`config.mk`:
```
export PLATFORM = sky130hd
export DESIGN_NAME = matrix_result_reader_flat
export DESIGN_NICKNAME = d
export VERILOG_FILES = /design/src/rtl/matrix_result_reader_pkg.sv /design/src/rtl/matrix_result_reader_if.sv /design/src/rtl/matrix_result_reader_result_ram.sv /design/src/rtl/matrix_result_reader.sv /design/src/flat_wrapper.sv
export SDC_FILE = /design/constraint.sdc
export NUM_CORES = 1
export LEC_CHECK = 0
export CAP_MARGIN = 20
export CORE_AREA = 3 3 328 266
export DETAILED_ROUTE_END_ITERATION = 10
export DIE_AREA = 0 0 331 269
export SYNTH_ARGS = -nofsm -noshare
export SYNTH_HDL_FRONTEND = slang
export SYNTH_SLANG_ARGS = --single-unit
export TNS_END_PERCENT = 5
```
`constraint.sdc`:
```
create_clock -name clk -period 7 [get_ports clk]
set_clock_uncertainty 0.15 [all_clocks]
set_input_delay 1.05 -clock clk [delete_from_list [all_inputs] [get_ports clk]]
set_output_delay 1.05 -clock clk [all_outputs]
set_load 0.01 [all_outputs]
```
`src/rtl/matrix_result_reader_pkg.sv`:
```
`default_nettype none
// ============================================================================
// Module   : matrix_result_reader_pkg
// Purpose  : Shared types and helpers for the matrix result reader: drain FSM
//            state encoding, sticky error bit indices, depth/index helpers.
// Revision : 1.0 - initial release
// ============================================================================
package matrix_result_reader_pkg;

  // Drain state machine encoding
  typedef enum logic [1:0] {
    CAPTURE  = 2'd0,
    RD_ISSUE = 2'd1,
    RD_HOLD  = 2'd2,
    FINISH   = 2'd3
  } state_t;

  // Bit positions inside the sticky error vector
  localparam int c_ERR_RANGE   = 0;
  localparam int c_ERR_OVERLAP = 1;
  localparam int c_ERR_COUNT   = 2;
  localparam int c_ERR_W       = 3;

  // Number of result entries held in the local RAM
  function automatic int calc_depth(input int rows, input int cols);
    return rows * cols;
  endfunction

  // Index width for a counter spanning n values (never below one bit)
  function automatic int idx_width(input int n);
    return (n <= 2) ? 1 : $clog2(n);
  endfunction

endpackage
`default_nettype wire

```
`src/rtl/matrix_result_reader_if.sv`:
```
`default_nettype none
// ============================================================================
// Module   : matrix_result_reader_if
// Purpose  : Bundles the multiplier z write port, busy flag, the result
//            valid/ready stream and the sticky error flags.
//            MATRIX_RESULT_ROW_END_EN adds the out_row_end marker.
// Revision : 1.0 - initial release
// ============================================================================
interface matrix_result_reader_if #(
  parameter int ADDR_WIDTH = 32,
  parameter int DATA_WIDTH = 32
);
  logic [ADDR_WIDTH-1:0] z_addr;
  logic [DATA_WIDTH-1:0] z_data;
  logic                  z_wen;
  logic                  mm_busy;
  logic [DATA_WIDTH-1:0] out_data;
  logic                  out_valid;
  logic                  out_ready;
  logic                  out_last;
  logic                  drain_done;
  logic                  err_range;
  logic                  err_overlap;
  logic                  err_count;
`ifdef MATRIX_RESULT_ROW_END_EN
  logic                  out_row_end;
`endif

  // Reader side: consumes writes, produces the result stream
  modport master (
`ifdef MATRIX_RESULT_ROW_END_EN
    output out_row_end,
`endif
    input  z_addr, z_data, z_wen, mm_busy, out_ready,
    output out_data, out_valid, out_last, drain_done,
    output err_range, err_overlap, err_count
  );

  // Multiplier/host side
  modport slave (
`ifdef MATRIX_RESULT_ROW_END_EN
    input  out_row_end,
`endif
    output z_addr, z_data, z_wen, mm_busy, out_ready,
    input  out_data, out_valid, out_last, drain_done,
    input  err_range, err_overlap, err_count
  );

endinterface
`default_nettype wire

```
`src/rtl/matrix_result_reader_result_ram.sv`:
```
`default_nettype none
// ============================================================================
// Module   : result_ram
// Purpose  : Simple dual-port result store, synchronous write, registered
//            one-cycle read. Contents are not cleared by reset; only the
//            read register is.
// Revision : 1.0 - initial release
// ============================================================================
module result_ram #(
  parameter int DEPTH      = 25,
  parameter int DATA_WIDTH = 32,
  parameter int PTR_W      = 5
) (
  input  wire logic                  clk,
  input  wire logic                  rst,
  input  wire logic                  we,
  input  wire logic [PTR_W-1:0]      waddr,
  input  wire logic [DATA_WIDTH-1:0] wdata,
  input  wire logic                  re,
  input  wire logic [PTR_W-1:0]      raddr,
  output      logic [DATA_WIDTH-1:0] rdata
);

  logic [DATA_WIDTH-1:0] r_mem [DEPTH];

  // Storage write port
  always_ff @(posedge clk) begin
    if (we) r_mem[waddr] <= wdata;
  end

  // Read register; only updated on an explicit read so it holds during stalls
  always_ff @(posedge clk) begin
    if (rst)     rdata <= '0;
    else if (re) rdata <= r_mem[raddr];
  end

endmodule
`default_nettype wire

```
`src/rtl/matrix_result_reader.sv`:
```
`default_nettype none
// ============================================================================
// Module   : matrix_result_reader
// Purpose  : Captures multiplier z writes into a local RAM and, on the falling
//            edge of mm_busy, streams the X_ROWS x Y_COLS result row-major
//            over valid/ready. Tracks sticky range/overlap/count errors.
//            Option macro: MATRIX_RESULT_ROW_END_EN (adds out_row_end).
// Revision : 1.0 - initial release
// ============================================================================
module matrix_result_reader
  import matrix_result_reader_pkg::*;
#(
  parameter int ADDR_WIDTH = 32,
  parameter int DATA_WIDTH = 32,
  parameter int X_ROWS     = 5,
  parameter int Y_COLS     = 5
) (
  input wire logic              clk,
  input wire logic              rst,
  matrix_result_reader_if.master bus
);

  localparam int                    c_DEPTH   = calc_depth(X_ROWS, Y_COLS);
  localparam int                    c_PTR_W   = idx_width(c_DEPTH);
  localparam logic [ADDR_WIDTH-1:0] c_DEPTH_A = ADDR_WIDTH'(c_DEPTH);
  localparam logic [c_PTR_W-1:0]    c_LAST    = c_PTR_W'(c_DEPTH - 1);

  state_t                r_state, w_state_next;
  logic                  r_busy_q;
  logic [ADDR_WIDTH-1:0] r_wr_cnt;
  logic [ADDR_WIDTH-1:0] w_cnt_next;
  logic [c_PTR_W-1:0]    r_rd_ptr;
  logic [c_ERR_W-1:0]    r_err;
  logic                  w_fall, w_in_range, w_wr_ok, w_is_last, w_handshake;
  logic                  w_out_valid, w_out_last, w_drain_done, w_rd_en;

  assign w_fall      = r_busy_q && !bus.mm_busy;
  assign w_in_range  = bus.z_addr < c_DEPTH_A;
  assign w_wr_ok     = (r_state == CAPTURE) && bus.z_wen && w_in_range;
  assign w_is_last   = r_rd_ptr == c_LAST;
  assign w_handshake = (r_state == RD_HOLD) && bus.out_ready;
  // A write landing on the falling-edge cycle counts before the DEPTH compare
  assign w_cnt_next  = (w_wr_ok && r_wr_cnt != '1) ? r_wr_cnt + ADDR_WIDTH'(1) : r_wr_cnt;

  // State register
  always_ff @(posedge clk) begin
    if (rst) r_state <= CAPTURE;
    else     r_state <= w_state_next;
  end

  // Next-state and stream control decode
  always_comb begin
    w_state_next = r_state;
    w_out_valid  = 1'b0;
    w_out_last   = 1'b0;
    w_drain_done = 1'b0;
    w_rd_en      = 1'b0;
    case (r_state)
      CAPTURE:  if (w_fall) w_state_next = RD_ISSUE;
      RD_ISSUE: begin
        w_rd_en      = 1'b1;
        w_state_next = RD_HOLD;
      end
      RD_HOLD: begin
        w_out_valid = 1'b1;
        w_out_last  = w_is_last;
        if (bus.out_ready) w_state_next = w_is_last ? FINISH : RD_ISSUE;
      end
      FINISH: begin
        w_drain_done = 1'b1;
        w_state_next = CAPTURE;
      end
      default: w_state_next = CAPTURE;
    endcase
  end

  // Busy edge detect, write counter, read pointer and sticky errors
  always_ff @(posedge clk) begin
    if (rst) begin
      r_busy_q <= 1'b0;
      r_wr_cnt <= '0;
      r_rd_ptr <= '0;
      r_err    <= '0;
    end else begin
      r_busy_q <= bus.mm_busy;
      if (r_state == CAPTURE) begin
        r_wr_cnt <= w_cnt_next;
        if (bus.z_wen && !w_in_range) r_err[c_ERR_RANGE] <= 1'b1;
        if (w_fall) begin
          r_rd_ptr <= '0;
          r_wr_cnt <= '0;
          if (w_cnt_next != c_DEPTH_A) r_err[c_ERR_COUNT] <= 1'b1;
        end
      end else if (bus.z_wen) begin
        r_err[c_ERR_OVERLAP] <= 1'b1;
      end
      if (w_handshake && !w_is_last) r_rd_ptr <= r_rd_ptr + c_PTR_W'(1);
    end
  end

  result_ram #(
    .DEPTH      (c_DEPTH),
    .DATA_WIDTH (DATA_WIDTH),
    .PTR_W      (c_PTR_W)
  ) u_ram (
    .clk   (clk),
    .rst   (rst),
    .we    (w_wr_ok),
    .waddr (bus.z_addr[c_PTR_W-1:0]),
    .wdata (bus.z_data),
    .re    (w_rd_en),
    .raddr (r_rd_ptr),
    .rdata (bus.out_data)
  );

  assign bus.out_valid   = w_out_valid;
  assign bus.out_last    = w_out_last;
  assign bus.drain_done  = w_drain_done;
  assign bus.err_range   = r_err[c_ERR_RANGE];
  assign bus.err_overlap = r_err[c_ERR_OVERLAP];
  assign bus.err_count   = r_err[c_ERR_COUNT];

`ifdef MATRIX_RESULT_ROW_END_EN
  localparam int                 c_COL_W = idx_width(Y_COLS);
  localparam logic [c_COL_W-1:0] c_COL_E = c_COL_W'(Y_COLS - 1);
  logic [c_COL_W-1:0] r_col;

  // Column index of the element currently offered, wraps at each row end
  always_ff @(posedge clk) begin
    if (rst) begin
      r_col <= '0;
    end else if (r_state == CAPTURE && w_fall) begin
      r_col <= '0;
    end else if (w_handshake) begin
      r_col <= (r_col == c_COL_E) ? '0 : r_col + c_COL_W'(1);
    end
  end

  assign bus.out_row_end = w_out_valid && (r_col == c_COL_E);
`endif

endmodule
`default_nettype wire

```
`src/flat_wrapper.sv`:
```
// flat-port wrapper written by rule: the top's interface ports become plain ports
module matrix_result_reader_flat import matrix_result_reader_pkg::*;
#(
  parameter int ADDR_WIDTH = 32,
  parameter int DATA_WIDTH = 32,
  parameter int X_ROWS     = 5,
  parameter int Y_COLS     = 5
)
  (clk, rst, bus_z_addr, bus_z_data, bus_z_wen, bus_mm_busy, bus_out_ready, bus_out_data, bus_out_valid, bus_out_last, bus_drain_done, bus_err_range, bus_err_overlap, bus_err_count);
  matrix_result_reader_if #(.ADDR_WIDTH(ADDR_WIDTH), .DATA_WIDTH(DATA_WIDTH)) bus_i ();
  input wire logic clk;
  input wire logic rst;
  input wire logic [$bits(bus_i.z_addr)-1:0] bus_z_addr;
  input wire logic [$bits(bus_i.z_data)-1:0] bus_z_data;
  input wire logic [$bits(bus_i.z_wen)-1:0] bus_z_wen;
  input wire logic [$bits(bus_i.mm_busy)-1:0] bus_mm_busy;
  input wire logic [$bits(bus_i.out_ready)-1:0] bus_out_ready;
  output wire logic [$bits(bus_i.out_data)-1:0] bus_out_data;
  output wire logic [$bits(bus_i.out_valid)-1:0] bus_out_valid;
  output wire logic [$bits(bus_i.out_last)-1:0] bus_out_last;
  output wire logic [$bits(bus_i.drain_done)-1:0] bus_drain_done;
  output wire logic [$bits(bus_i.err_range)-1:0] bus_err_range;
  output wire logic [$bits(bus_i.err_overlap)-1:0] bus_err_overlap;
  output wire logic [$bits(bus_i.err_count)-1:0] bus_err_count;
  assign bus_i.z_addr = bus_z_addr;
  assign bus_i.z_data = bus_z_data;
  assign bus_i.z_wen = bus_z_wen;
  assign bus_i.mm_busy = bus_mm_busy;
  assign bus_i.out_ready = bus_out_ready;
  assign bus_out_data = bus_i.out_data;
  assign bus_out_valid = bus_i.out_valid;
  assign bus_out_last = bus_i.out_last;
  assign bus_drain_done = bus_i.drain_done;
  assign bus_err_range = bus_i.err_range;
  assign bus_err_overlap = bus_i.err_overlap;
  assign bus_err_count = bus_i.err_count;
  matrix_result_reader #(.ADDR_WIDTH(ADDR_WIDTH), .DATA_WIDTH(DATA_WIDTH), .X_ROWS(X_ROWS), .Y_COLS(Y_COLS)) u_core (.clk(clk), .rst(rst), .bus(bus_i));
endmodule
```
# Yosys cells after proc, flatten, opt, wreduce, memory -nomap -nowiden

Memories as Yosys holds them, arrays and structs flattened. A register that Yosys moved wholly into a read port is not among the register bits.
Cells that the tools add are included.

Output and inout port bits: 38
Memories: 1
Input bits: 69
Logic and storage cells: 53
Register bits: 43
Memory bits (writable): 800

Add/sub/neg operators: 2
Equal/unequal tests: 8
Muxes and demuxes: 15
Reductions and logical operators: 18
Bitwise gates (word level): 1
$lt $le $gt $ge: 1

Memories:

| name               | words | width | read ports | clocked after memory_dff | write ports | RTL line                              | text |
|---|---|---|---|---|---|---|---|
| u_core.u_ram.r_mem | 25    | 32    | 1          | 1                        | 1           | matrix_result_reader_result_ram.sv:24 | `logic [DATA_WIDTH-1:0] r_mem [DEPTH];` |

Operator list:

| kind                    | number |
|---|---|
| $mux W32                | 2 |
| $add A32 B1 Y32 const B | 1 |
| $lt A32 B5 Y1 const B   | 1 |
| $ne A32 B32 Y1 const B  | 1 |
| $ne A32 B5 Y1 const B   | 1 |
| $mux W5                 | 3 |
| $pmux W2 S4             | 1 |
| $reduce_and A2 Y1       | 4 |
| $logic_and A1 B1 Y1     | 7 |
| $mux W1                 | 6 |
| $mux W2                 | 3 |
| $add A5 B1 Y5 const B   | 1 |
| $eq A5 B5 Y1 const B    | 1 |
| $eq A2 B2 Y1 const B    | 2 |
| $reduce_bool A2 Y1      | 2 |
| $logic_not A1 Y1        | 3 |
| $reduce_and A3 Y1       | 1 |
| $eq A2 B1 Y1 const B    | 1 |
| $logic_not A2 Y1        | 1 |
| $ne A2 B1 Y1 const B    | 1 |
| $ne A2 B2 Y1 const B    | 1 |
| $not A1 Y1              | 1 |

# Logic depth before layout (Yosys ltp)

Word-level depth: 7
Gate-level depth with buffers: 12
Depth with buffers taken out: 9

# Modules after synthesis

Synthesis repeated with hierarchy kept, for this count alone.

Cell total of the unflattened synthesis: 2,107
Area, all modules: 34,933.5 µm²

Modules (own cells, without submodules):

| module               | times used | cells an instance | seq. area each (µm²) | area an instance (µm²) |
|---|---|---|---|---|
| result_ram           | 1          | 1,698             | 24,663.7             | 31,916.9 |
| matrix_result_reader | 1          | 409               | 860.8                | 3,016.6 |

# Worst setup path after synthesis

OpenSTA, ideal clock, no wires.

Path type: input port to flip-flop
Start: input port bus_z_addr[16]
End: memory u_core.u_ram.r_mem[24][0] (enable)
Library setup time: 0.461 ns
Stages on the path: 7
Data arrival time: 4.672 ns
Slack: 1.717 ns
Path buffers: 2
Data required time: 6.389 ns
Path through: nor4_1 nand4_1 or3_1 buf_6 or3_1 clkbuf_1 nor3_1

Cells in the longest elaborated chain, start to end: 4

Ends and longest elaborated chain:

| what                          | RTL line                              | text |
|---|---|---|
| from (decl)                   | flat_wrapper.sv:13                    | `input wire logic [$bits(bus_i.z_addr)-1:0] bus_z_addr;` |
| $lt A32 B5 Y1                 | matrix_result_reader.sv:38            | `assign w_in_range = bus.z_addr < c_DEPTH_A;` |
| $logic_and A1 B1 Y1           | matrix_result_reader.sv:39            | `assign w_wr_ok = (r_state == CAPTURE) && bus.z_wen && w_in_range;` |
| $mux W1                       | matrix_result_reader_result_ram.sv:28 | `if (we) r_mem[waddr] <= wdata;` |
| $mux W1 (implied by the code) | matrix_result_reader_result_ram.sv:28 |  |
| to (decl)                     | matrix_result_reader_result_ram.sv:24 |  |

Every way passes these cells.

# Worst setup path after layout

Start: input port bus_z_addr[2]
End: memory u_core.u_ram.r_mem[12][14] (enable)

Cells in the longest elaborated chain, start to end: 4

Ends and longest elaborated chain:

| what                          | RTL line |
|---|---|
| $lt A32 B5 Y1                 | matrix_result_reader.sv:38 |
| $logic_and A1 B1 Y1           | matrix_result_reader.sv:39 |
| $mux W1                       | matrix_result_reader_result_ram.sv:28 |
| $mux W1 (implied by the code) | matrix_result_reader_result_ram.sv:28 |

Several ways; a longest one is shown, not always the timed one.

==> impl_metrics.ini <==
[run_status]
status = finished, final reports clean

[placed_design]
place_congestion = 0.8462
numPortBuffers = 106
postPlaceCellArea_um2 = 37160
placed_cells = 2925
hpwlAfterDp_um = 51470
place_ws_ns = 1.995

[timing]
maxSlewViolCount = 0
slew_headroom_pct = 22.45
max_freq_mhz = 228.0
period_minus_slack_ns = 4.385
fin_setup_tns_ns = 0
rsz0062_at_grt = false
fin_crit_sh_pct = 62.65
setup_viol = 0
hold_viol_final = 0
tightest_slew_ns = 1.160
setup_ws_ns = 2.615

[clocking]
path_clk_slew_ns = 0.06
clk_latency_ns = 0.65
hold_buffers = 0
root_buffer = clkbuf_16
clkSinkCount = 875
ctsResizeCount = 0
cts_tree = yes
cts_buffers = 85
cts_buffer_depth = 3
htree_levels = 3
cts_setup_buffers = 0

[routing]
wirelength_um = 84360
vias = 17690
dr.pass1.iters = 5
routedWlPerCell_um = 27.31
vias_per_cell = 5.725
detail-route-antenna-nets = 0
remaining_drc_errors = 0
initialDrtViolationCount = 1795

[logic_synthesis]
ys_warn_count = 0
synth_cell_type_count = 52
synth_nets = 1845
async_flop_share_pct = 0
synth_edf_count = 800
ys_seq_area_share_pct = 74.16
synthFlopType = edfxtp_1
netlist_instances = 1773
synth-seq-cells = 875
postSynthAreaPerCell_um2 = 19.41
synth_area_um2 = 34420

[global_route]
antenna_found_initial = 1
grt-ovfl-total = 0
grt_pass1_wl_um = 124500
grt_pass1_vias = 17590
grt_max_degree = 80
grt.total_usage_pct = 19.13

[setup_path]
cpLargestDelayFamily = simple AND/OR/NAND/NOR gates
worstSetupEndpointType = register
crit_slowest_cell = nor2_4
cpMostUsedCell = or3_1
slowest_delay_ns = 0.69
cp.required_ns = 7.16
crit_chain = clkdlybuf4s50_1, o311ai_1, nand4_1, or3_1, or3_1, nor2_4, buf_4
crit_fanout = 18
critPathBufInv = 2
arrival_ns = 4.54
cp-start-kind = primary input
crit_type = in -> reg

[finish]
final_cells = 3089
nets = 1978
num-fill-cells = 6908
drive_gt1_share_pct = 22.80
multiInputGateArea_um2 = 8589
post-route-util_pct = 48.06
diodes = 0
seq_area_um2 = 25540
fin_area_um2 = 40330
area_delta_synth_final_pct = 17.19
final_cell_mix = edfxtp_1 (800), mux4_2 (224), clkdlybuf4s50_1 (105)
final_common_cell = edfxtp_1

[floorplanning]
dieArea_um2 = 89040
rows = 95
core-area_um2 = 83920
start_util_pct = 41.01
dieWidth_um = 331
ios = 107
die_h_um = 269

[power_and_ir_drop]
pwr-share-clk_pct = 43.5
swShare_pct = 20.81
p_leak_nw = 12.17
p_int_mw = 8.654
combPwrFrac_pct = 4.0
p_per_area_nw_per_um2 = 270.9
ir_worst_vdd_v = 0.0001810
seqPwrFrac_pct = 52.5
power.switching_mw = 2.274

[worst_hold_path]
hp-class = reg -> reg

[run]
maxCapViolations = 0
-- layer usage --
metal	wire, µm	part of all wire [%]	vias up	GRT usage, %
met3	4534	5.4	94	2.632
met2	40470	48	541	30.07
met5	0	0	-	0
met4	1414	1.7	0	4.141
li1	-	-	7568	-
met1	37940	45	9482	28.74
-- cell usage after synthesis (all sizes together), types with 8 or more instances --
library cell  instances  area share, %
mux2i                66            1.9
dfxtp                75            4.4
nand3                13           0.19
a21oi                33           0.48
a311oi                8           0.20
nor3                 21           0.31
mux4                224             15
clkbuf               73           0.80
a211oi               35           0.76
nand4                19           0.35
and3                 11           0.20
nor4                 15           0.29
o21ai                55           0.80
nand2                69           0.75
inv                   8          0.087
a31oi                12           0.22
nor2                103            1.1
or3                  11           0.20
edfxtp              800             70
buf                  40           0.57
-- final timing paths --
check | startpoint | to | slack (ns) | cells past startpoint
worst max register to register | u_core.r_state[1] | u_core.u_ram.r_mem[12][14] | 3.16 | 7
worst max-delay path | bus_z_addr[2] | u_core.u_ram.r_mem[12][14] | 2.61 | 7
worst min-delay path | u_core.r_err[1] | u_core.r_err[1] | 0.32 | 2
worst min register to register | u_core.r_err[1] | u_core.r_err[1] | 0.32 | 2
-- flip-flops by register name, summed over array words and instances, names as in the netlist --
signal              flops
u_core.u_ram.r_mem    800
u_core.r_wr_cnt        32
u_core.u_ram.rdata     32
u_core.r_rd_ptr         5
u_core.r_err            3
u_core.r_state          2
u_core.r_busy_q         1
-- area by class of cell --
class	instances	share of cell area, %
Inverter	8	0.07445
Multi-Input combinational cell	777	21.30
Clock buffer	100	5.537
Tap cell	1115	3.459
Clock inverter	55	1.759
Timing Repair Buffer	159	4.554
Sequential cell	875	63.32
-- stage by stage --
stage / total power [mW] / hold WS [ns]
global placement: 6.268 / 0.3039
floorplan: 6.034 / 0.3060
global route: 11.29 / 0.3508
CTS: 11.02 / 0.3279
detailed placement: 6.277 / 0.3124
finish: 10.93 / 0.3185
-- power groups by stage --
stage	registers (mW)	clock network (mW)	logic, mW
after global placement	5.85	0	0.417
after detailed placement	5.85	0	0.425
final	5.74	4.76	0.432
after floorplan	5.85	0	0.181
after global routing	5.74	5.08	0.470
after CTS	5.74	4.86	0.426
-- worst min-delay path, stage by stage, from the launching register on --
cell and delay, ns:
dfxtp_1 0.33, a21oi_1 0.04, nor2_1 0.07
-- cells by family (layout without fill, tap and decap cells) --
| logic type | after synthesis | in the layout | synth area share [%] |
|---|---|---|---|
| flip-flops | 875 | 875 | 74.16 |
| AND/OR/NAND/NOR | 305 | 305 | 4.355 |
| multiplexers | 290 | 290 | 16.58 |
| AO/OA/AOI/OAI | 165 | 165 | 2.988 |
| buffers and inverters | 121 | 322 | 1.454 |
| XOR/XNOR | 14 | 14 | 0.3563 |
| adder cells (fa/ha/maj) | 3 | 3 | 0.1091 |
No activity file was read; power rests on OpenSTA's default activity.
